**src/rtl/gpio_in_cond_if.sv**
```systemverilog
// Register-window bus for gpio_in_cond: a valid/ready request with a
// registered one-cycle acknowledge. The master holds valid until it sees ready.
interface gpio_in_cond_if;
    logic [31:0] addr;
    logic [31:0] wdata;
    logic [3:0]  wstrb;
    logic        valid;
    logic [31:0] rdata;
    logic        ready;

    modport master (
        output addr, wdata, wstrb, valid,
        input  rdata, ready
    );

    modport slave (
        input  addr, wdata, wstrb, valid,
        output rdata, ready
    );
endinterface

```
**src/rtl/gpio_in_cond.sv**
```systemverilog
// GPIO input conditioning: 2-flop synchronizer, per-bit debounce with a
// programmable hold time, rise/fall edge detection into sticky pending bits,
// and a small register window on the valid/ready bus.
module gpio_in_cond #(
    parameter logic [31:0]      BASE_ADDR  = 32'h1000_0040,
    parameter int               CNT_W      = 16,
    parameter logic [CNT_W-1:0] DB_DEFAULT = CNT_W'(100)
) (
    input  logic          clk,
    input  logic          reset,
    input  logic [7:0]    ui_in,
    output logic [7:0]    ui_clean,
    output logic          irq,
    gpio_in_cond_if.slave bus
);

    logic [7:0]       sync1_q;
    logic [7:0]       sync2_q;
    logic [7:0]       clean_dly_q;
    logic [7:0]       rise_en_q, rise_en_d;
    logic [7:0]       fall_en_q, fall_en_d;
    logic [7:0]       pending_q, pending_d;
    logic [CNT_W-1:0] db_limit_q, db_limit_d;
    logic [31:0]      rdata_q, rdata_d;
    logic             ready_q, ready_d;

    // Counter value at which a held level is accepted; a limit of 0 acts as 1.
    logic [CNT_W-1:0] last_cnt;
    assign last_cnt = (db_limit_q == '0) ? '0 : db_limit_q - CNT_W'(1);

    // Two-stage synchronizer on the raw pads.
    always_ff @(posedge clk) begin
        if (reset) begin
            sync1_q <= '0;
            sync2_q <= '0;
        end else begin
            sync1_q <= ui_in;
            sync2_q <= sync1_q;
        end
    end

    // One independent debounce counter and clean flop per input bit.
    genvar gi;
    generate
        for (gi = 0; gi < 8; gi++) begin : g_db
            logic [CNT_W-1:0] cnt_q, cnt_d;
            logic             clean_q, clean_d;

            // Count consecutive cycles the synchronized bit disagrees with the clean bit.
            always_comb begin
                cnt_d   = cnt_q;
                clean_d = clean_q;
                if (sync2_q[gi] == clean_q) begin
                    cnt_d = '0;
                end else if (cnt_q == last_cnt) begin
                    clean_d = sync2_q[gi];
                    cnt_d   = '0;
                end else begin
                    cnt_d = cnt_q + CNT_W'(1);
                end
            end

            // Debounce state registers.
            always_ff @(posedge clk) begin
                if (reset) begin
                    cnt_q   <= '0;
                    clean_q <= 1'b0;
                end else begin
                    cnt_q   <= cnt_d;
                    clean_q <= clean_d;
                end
            end

            assign ui_clean[gi] = clean_q;
        end
    endgenerate

    logic [31:0] offset;
    logic [31:0] rd_val;
    logic        access;
    logic        is_write;
    logic [7:0]  set_bits;
    logic [7:0]  clr_bits;

    // Bus decode, register read mux, edge detect and next-state for the register file.
    always_comb begin
        offset   = bus.addr - BASE_ADDR;
        access   = bus.valid && !ready_q;
        is_write = access && (bus.wstrb != 4'b0000);

        case (offset)
            32'h00:  rd_val = {16'h0000, sync2_q, ui_clean};
            32'h04:  rd_val = {24'h0, rise_en_q};
            32'h08:  rd_val = {24'h0, fall_en_q};
            32'h0C:  rd_val = {24'h0, pending_q};
            32'h10:  rd_val = 32'(db_limit_q);
            default: rd_val = '0;
        endcase

        set_bits = (ui_clean & ~clean_dly_q & rise_en_q)
                 | (~ui_clean & clean_dly_q & fall_en_q);
        clr_bits = (is_write && offset == 32'h0C && bus.wstrb[0]) ? bus.wdata[7:0] : 8'h00;
        // A new edge beats a same-cycle software clear.
        pending_d = (pending_q & ~clr_bits) | set_bits;

        rise_en_d = rise_en_q;
        if (is_write && offset == 32'h04 && bus.wstrb[0]) rise_en_d = bus.wdata[7:0];

        fall_en_d = fall_en_q;
        if (is_write && offset == 32'h08 && bus.wstrb[0]) fall_en_d = bus.wdata[7:0];

        db_limit_d = db_limit_q;
        if (is_write && offset == 32'h10) begin
            if (bus.wstrb[0]) db_limit_d[7:0]       = bus.wdata[7:0];
            if (bus.wstrb[1]) db_limit_d[CNT_W-1:8] = bus.wdata[CNT_W-1:8];
        end

        rdata_d = rdata_q;
        if (access && !is_write) rdata_d = rd_val;

        ready_d = access;
    end

    // Register file, edge-detect delay and bus response registers.
    always_ff @(posedge clk) begin
        if (reset) begin
            clean_dly_q <= '0;
            rise_en_q   <= '0;
            fall_en_q   <= '0;
            pending_q   <= '0;
            db_limit_q  <= DB_DEFAULT;
            rdata_q     <= '0;
            ready_q     <= 1'b0;
        end else begin
            clean_dly_q <= ui_clean;
            rise_en_q   <= rise_en_d;
            fall_en_q   <= fall_en_d;
            pending_q   <= pending_d;
            db_limit_q  <= db_limit_d;
            rdata_q     <= rdata_d;
            ready_q     <= ready_d;
        end
    end

    assign irq       = |pending_q;
    assign bus.ready = ready_q;
    assign bus.rdata = rdata_q;

    // Write-data bits above the widest register have no destination.
    logic unused_wdata;
    assign unused_wdata = ^bus.wdata[31:CNT_W];

endmodule
```
**src/flat_wrapper.sv**
```systemverilog
// flat-port wrapper written by rule: the top's interface ports become plain ports
module gpio_in_cond_flat 
#(
    parameter logic [31:0]      BASE_ADDR  = 32'h1000_0040,
    parameter int               CNT_W      = 16,
    parameter logic [CNT_W-1:0] DB_DEFAULT = CNT_W'(100)
)
  (clk, reset, ui_in, ui_clean, irq, bus_addr, bus_wdata, bus_wstrb, bus_valid, bus_rdata, bus_ready);
  gpio_in_cond_if bus_i ();
  input  logic clk;
  input  logic reset;
  input  logic [7:0] ui_in;
  output logic [7:0] ui_clean;
  output logic irq;
  input wire logic [$bits(bus_i.addr)-1:0] bus_addr;
  input wire logic [$bits(bus_i.wdata)-1:0] bus_wdata;
  input wire logic [$bits(bus_i.wstrb)-1:0] bus_wstrb;
  input wire logic [$bits(bus_i.valid)-1:0] bus_valid;
  output wire logic [$bits(bus_i.rdata)-1:0] bus_rdata;
  output wire logic [$bits(bus_i.ready)-1:0] bus_ready;
  assign bus_i.addr = bus_addr;
  assign bus_i.wdata = bus_wdata;
  assign bus_i.wstrb = bus_wstrb;
  assign bus_i.valid = bus_valid;
  assign bus_rdata = bus_i.rdata;
  assign bus_ready = bus_i.ready;
  gpio_in_cond #(.BASE_ADDR(BASE_ADDR), .CNT_W(CNT_W), .DB_DEFAULT(DB_DEFAULT)) u_core (.clk(clk), .reset(reset), .ui_in(ui_in), .ui_clean(ui_clean), .irq(irq), .bus(bus_i));
endmodule
```
**config.mk**
```make
export PLATFORM = sky130hd
export DESIGN_NAME = gpio_in_cond_flat
export DESIGN_NICKNAME = d
export VERILOG_FILES = /design/src/rtl/gpio_in_cond_if.sv /design/src/rtl/gpio_in_cond.sv /design/src/flat_wrapper.sv
export SDC_FILE = /design/constraint.sdc
export NUM_CORES = 1
export LEC_CHECK = 0
export BUFFER_PORTS_ARGS = -buffer_cell sky130_fd_sc_hd__buf_2
export CORE_UTILIZATION = 45
export CTS_CLUSTER_SIZE = 14
export DETAILED_ROUTE_END_ITERATION = 12
export PLACE_DENSITY = 0.69
export SYNTH_ARGS = -nofsm -noshare
export SYNTH_HDL_FRONTEND = slang
export SYNTH_SLANG_ARGS = --single-unit
```
**constraint.sdc**
```tcl
create_clock -name clk -period 3.9 [get_ports clk]
set_input_delay 0.585 -clock clk [delete_from_list [all_inputs] [get_ports clk]]
set_output_delay 0.585 -clock clk [all_outputs]
set_load 0.02 [all_outputs]
```
---- Yosys cells after proc, flatten, opt, wreduce, memory -nomap -nowiden ----
Cells that the tools add are included.
operators by class
  reduce and logical (&&, ||, !) cells .... 34
  mux-type cells .......................... 3
  $lt $le $gt $ge ......................... 0
  divide/modulo/power cells ............... 0
  shift-type cells ........................ 0
  $mul .................................... 0
  eq/ne operators ......................... 20
  add/subtract/negate cells ............... 10
  bitwise operators ....................... 18
operator list
  operator                number
  $add 16x1->16 const B   8
  $eq 16x16->1            8
  $pmux 16 s5             1
  $eq 32x4->1 const B     2
  $and 8x8->8             5
  $eq 32x3->1 const B     1
  $eq 32x5->1 const B     1
  $logic_not 32->1        1
  $sub 32x29->32 const B  1
  $not 8->8               3
  $reduce_or 3->1         8
  $reduce_and 2->1        10
  $logic_not 16->1        1
  $mux 16                 1
  $or 8x8->8              2
  $sub 16x1->16 const B   1
  $logic_and 1x1->1       10
  $eq 1x1->1              8
  $mux 8                  1
  $not 1->1               8
  $reduce_or 8->1         1
  $reduce_bool 4->1       1
  $logic_not 1->1         2
storage, ports and cells
  bits in read-only memories .............. 0
  latch bits .............................. 0
  register bits ........................... 233
  memory bits (writable) .................. 0
  output and inout bits ................... 42
  memories kept ........................... 0
  logic and storage cells ................. 111

---- Longest topological paths before layout ----
  depth after elaboration ................. 9
  gate-level depth with buffers ........... 14
  gate-level depth less buffers ........... 10

---- Least setup slack after synthesis ----
OpenSTA, ideal clock, no wires.
  path type ............................... register to register
  from .................................... register u_core.db_limit_q[0]
  to ...................................... register u_core.g_db[0].cnt_q[9]
  cell stages (with the launch flop) ...... 14
  setup time .............................. 115 ps
  setup slack ............................. 164 ps
  data arrival time ....................... 3621 ps
  clock period less this slack ............ 3736 ps
  cells stage by stage .................... dfxtp_1 buf_1 inv_1 ha_1 or4b_2 or4_1 buf_2 mux2i_4 xor2_1 nand3_1 or4_1 o21ai_2 buf_4 nor2_1
between the ends
  word-level cells in the longest chain between the ends .. 4
RTL lines
  item                                                      line                 source
  from (decl)                                               gpio_in_cond.sv:23   logic [CNT_W-1:0] db_limit_q, db_limit_d;
  from (signal assigned)                                    gpio_in_cond.sv:139  db_limit_q <= db_limit_d;
  $sub 16x1->16 / $logic_not 16->1 (equally long branches)  gpio_in_cond.sv:29   assign last_cnt = (db_limit_q == '0) ? '0 : db_limit_q - CNT_W'(1);
  $mux 16 (*)                                               gpio_in_cond.sv:29
  $eq 16x16->1 (*)                                          gpio_in_cond.sv:55   end else if (cnt_q == last_cnt) begin
  $reduce_or 3->1 (no line) (*)                             -
  to (signal assigned)                                      gpio_in_cond.sv:69   cnt_q <= cnt_d;
  to (decl)                                                 gpio_in_cond.sv:46   logic [CNT_W-1:0] cnt_q, cnt_d;
Mark *: on every way between the ends. The rest lies on a longest branch, timed or not.
A chain may end at the register's enable or synchronous reset.

---- Worst setup path after layout ----
  from .................................... register u_core.db_limit_q[1]
  to ...................................... register u_core.g_db[1].clean_q
between the ends
  word-level cells in the longest chain between the ends .. 4
RTL lines
  item                                                      line                source
  $sub 16x1->16 / $logic_not 16->1 (equally long branches)  gpio_in_cond.sv:29
  $mux 16 (*)                                               gpio_in_cond.sv:29
  $eq 16x16->1 (*)                                          gpio_in_cond.sv:55
  $reduce_and 2->1 (no line) (*)                            -
  to (signal assigned)                                      gpio_in_cond.sv:70  clean_q <= clean_d;
  to (decl)                                                 gpio_in_cond.sv:47  logic clean_q, clean_d;
Marks and branches as above.

==> reports/summary.log <==
[layout] post-layout net count 1637
[sta] final hold vios 0
[floorplanning] number of standard-cell rows in the floorplan 59
[worst_hold_path] type of the most critical hold path input port to flip-flop
[layout] Finished Core Util 52.6%
[global_routing] total overflow reported by the global router 0
[clock_tree] H-tree depth 1
[synthesis] number of synthesis warnings 0
[global_routing] first-pass GRT wire length 53400 microns
[sta] Worst Setup Slack, final 0.107 ns
[critical_path] slowest cell on the critical path sky130_fd_sc_hd__or4b_2
[sta] Final Max Tran Viols 0
[power_and_ir_drop] cell leakage power 5.26 nW
[layout] count of antenna diodes in the layout 0
[detailed_routing] DRC marker count from the first detailed-route iteration 1066
[synthesis] leading post-synthesis cells by cell area sky130_fd_sc_hd__dfxtp_1 (36%), sky130_fd_sc_hd__nor2_1 (8.0%), sky130_fd_sc_hd__xor2_1 (7.4%)
[detailed_routing] routed wire length per instance 18.3 microns
[detailed_routing] Routed Wire Length 34800 microns
[global_routing] initial antenna violation count 0
[clock_tree] CTS root buf sky130_fd_sc_hd__clkbuf_16
[placement] worst slack after detailed placement 0.194 ns
[critical_path] Required @ worst endpoint 4.31 ns
[floorplanning] number of top-level pins 121
[power_and_ir_drop] maximum ir drop on the vdd rail 313 uV
[layout] layout-stage area growth over the synthesis result 14.7%
[clock_tree] clock tree from TritonCTS built
[layout] Final Instance Area 13700 sq um
[critical_path] crit path kind flip-flop to flip-flop
[detailed_routing] count of antenna-violating nets left after detailed routing 0
[global_routing] number of global-route vias before repair 10100
[layout] share of post-route cells with drive strength above 1 15.7%
[clock_tree] number of buffers inserted to repair setup after CTS 0
[clock_tree] clock insertion delay at the later pin of the skew report 0.53 ns
[sta] Worst Hold Slack 0.272 ns
[floorplanning] die boundary height 165 microns
[layout] area taken by flip-flops and latches 4340 sq um
[synthesis] largest area contributor in the netlist sky130_fd_sc_hd__dfxtp_1
[synthesis] most instantiated flip-flop cell in the synthesis netlist sky130_fd_sc_hd__dfxtp_1
[synthesis] top cells by count, synth sky130_fd_sc_hd__nor2_1 (253), sky130_fd_sc_hd__dfxtp_1 (217), sky130_fd_sc_hd__xor2_1 (100)
[floorplanning] area of the core 26000 sq um
[run] max cap viols 0
[critical_path] peak per-stage delay on the critical path 0.70 ns
[layout] multi-input logic area 7030 sq um
[detailed_routing] Via Count 10900
[power_and_ir_drop] total power per unit cell area 346 nW/um^2
[clock_tree] cts hold-fix bufs 0
[sta] Max Fclk 0.264 GHz
[synthesis] number of enable-type register cells in the synthesized netlist 0
[floorplanning] Die Area 27100 sq um
[critical_path] CP max FO 13
[synthesis] mean post-synth cell area 8.21 sq um
[sta] sum of negative setup slack 0 ns
[floorplanning] effective utilization at floorplan 45.9%
[global_routing] maximum number of pins on one net before global-route repair 48
[clock_tree] # clock sinks 217
[synthesis] post-synthesis instance area 11900 sq um
[floorplanning] x dimension of the die 165 microns
[synthesis] part of the Yosys area used for sequential elements 36.5%
[detailed_routing] via count normalized by instance count 5.72
[clock_tree] Clock Pin Slew Worst Setup and Hold Paths 0.06 ns
[sta] period utilisation layout 97.3%
[synthesis] Async S/R FF share, synth 0%
[synthesis] Syn Inst Count 1452
[placement] post-detail-place hpwl 25700 microns
[critical_path] category of the worst setup path launch point flip-flop
[synthesis] Synth Register Bits 217
[sta] Worst Tran Pin Value 1.15 ns
[synthesis] most frequent cell after synthesis sky130_fd_sc_hd__nor2_1
[sta] final number of setup-violating endpoints 0
[synthesis] Unique masters post-synth 83
[sta] Final Skew 0.0236 ns
[sta] RSZ-0062 raised after global routing no
[global_routing] GRT Overall Usage 25.2%
[critical_path] crit path DAT 4.21 ns
[placement] placed inst area 12800 sq um
[clock_tree] Bufs on Longest Clock Path 3
[clock_tree] number of buffers created by CTS 25
[sta] minimum clock period 3.79 ns
[layout] number of filler instances in the final layout 2446
[run_status] result of the run completed
[critical_path] list of cells traversed by the critical path inv_1 -> ha_1 -> or4b_2 -> nor4_2 -> buf_4 -> nor2_1 -> xor2_1 -> a2111o_1 -> nor4_1 -> nand3_1 -> mux2_2
[synthesis] Synth top area share 36.5%
[placement] number of buffer cells added on primary ports 88
[detailed_routing] Residual DRC 0
[clock_tree] count of cells resized by post-cts repair 0
[sta] Max-Slew Margin vs Limit 22.7%
[placement] global placement routability congestion 0.968
[critical_path] critical path capture point type flip-flop
[detailed_routing] first-pass iteration count of the detailed router 5
critical path, delay by kind of cell (launching register included):
kind / cells / cell delay (ns)
AO/OA/AOI/OAI: 1 / 0.41
XOR/XNOR: 1 / 0.19
adder cells (fa/ha/maj): 1 / 0.22
buffers and inverters: 2 / 0.37
flip-flops: 1 / 0.37
multiplexers: 1 / 0.33
AND/OR/NAND/NOR: 5 / 1.80
flip-flops by register name, indices dropped and copies added, names as in the netlist:
name                 flops
u_core.g_db.cnt_q      128
u_core.clean_dly_q       8
u_core.sync1_q           8
u_core.sync2_q           8
u_core.rise_en_q         8
u_core.db_limit_q       16
u_core.fall_en_q         8
u_core.pending_q         8
u_core.bus.ready         1
u_core.bus.rdata        16
u_core.g_db.clean_q      8
where the power goes:
part           internal [W]  switching [W]
Combinational     0.0000501      0.0000883
Clock               0.00144       0.000912
Sequential          0.00223      0.0000120
area by class of cell:
type / instances / area share [%]
Tap cell: 335 / 3.07
Clock buffer: 30 / 5.01
Clock inverter: 12 / 1.07
Inverter: 29 / 0.796
Multi-Input combinational cell: 1121 / 51.4
Sequential cell: 217 / 31.8
Timing Repair Buffer: 154 / 6.85
per-stage QoR:
step | cells | total power (W)
global route | 1898 | 0.00490
detailed placement | 1856 | 0.00243
floorplan | 1467 | 0.00237
finish | 1898 | 0.00473
CTS | 1898 | 0.00478
global placement | 1856 | 0.00243
cells by family (layout without fill, tap and decap cells):
family	count (synthesis)	in the layout	synth area share (%)
simple gates	645	645	26.5
buf+inv	129	225	5.06
xor+xnor	187	187	14.0
fa+ha+maj	10	10	1.05
compound gates	214	214	12.5
other cells	1	16	0.0315
mux	49	49	4.46
flops	217	217	36.5
layer usage:
| layer | wire (microns) | track usage (%) |
|---|---|---|
| met3 | 3250 | 6.03 |
| met2 | 15900 | 41.8 |
| met4 | 1340 | 11.1 |
| met1 | 14300 | 30.9 |
| met5 | 0 | 0 |
final timing paths:
kind                            end  slack [ns]            startpoint  depth (start not counted)
max          u_core.g_db[1].clean_q        0.11  u_core.db_limit_q[1]                         11
min               u_core.sync1_q[2]        0.27              ui_in[2]                          2
max reg2reg  u_core.g_db[1].clean_q        0.11  u_core.db_limit_q[1]                         11
min reg2reg       u_core.sync2_q[7]        0.44     u_core.sync1_q[7]                          1
layout by cell type, fill, tap and decap left out, drive strengths merged, types with 10 or more instances in the layout:
cell    instances
a211oi         13
a21oi          45
a22o           11
a22oi          10
and3           36
buf           154
clkbuf         30
conb           16
dfxtp         217
ha             10
inv            30
mux2           23
mux2i          26
nand2          91
nand3          87
nand3b         10
nand4          22
nor2          253
nor2b          37
nor3           27
nor4           23
o21ai          36
o22ai          16
or4            14
xnor2          85
xor2          100
(Power assumes the default switching activity.)
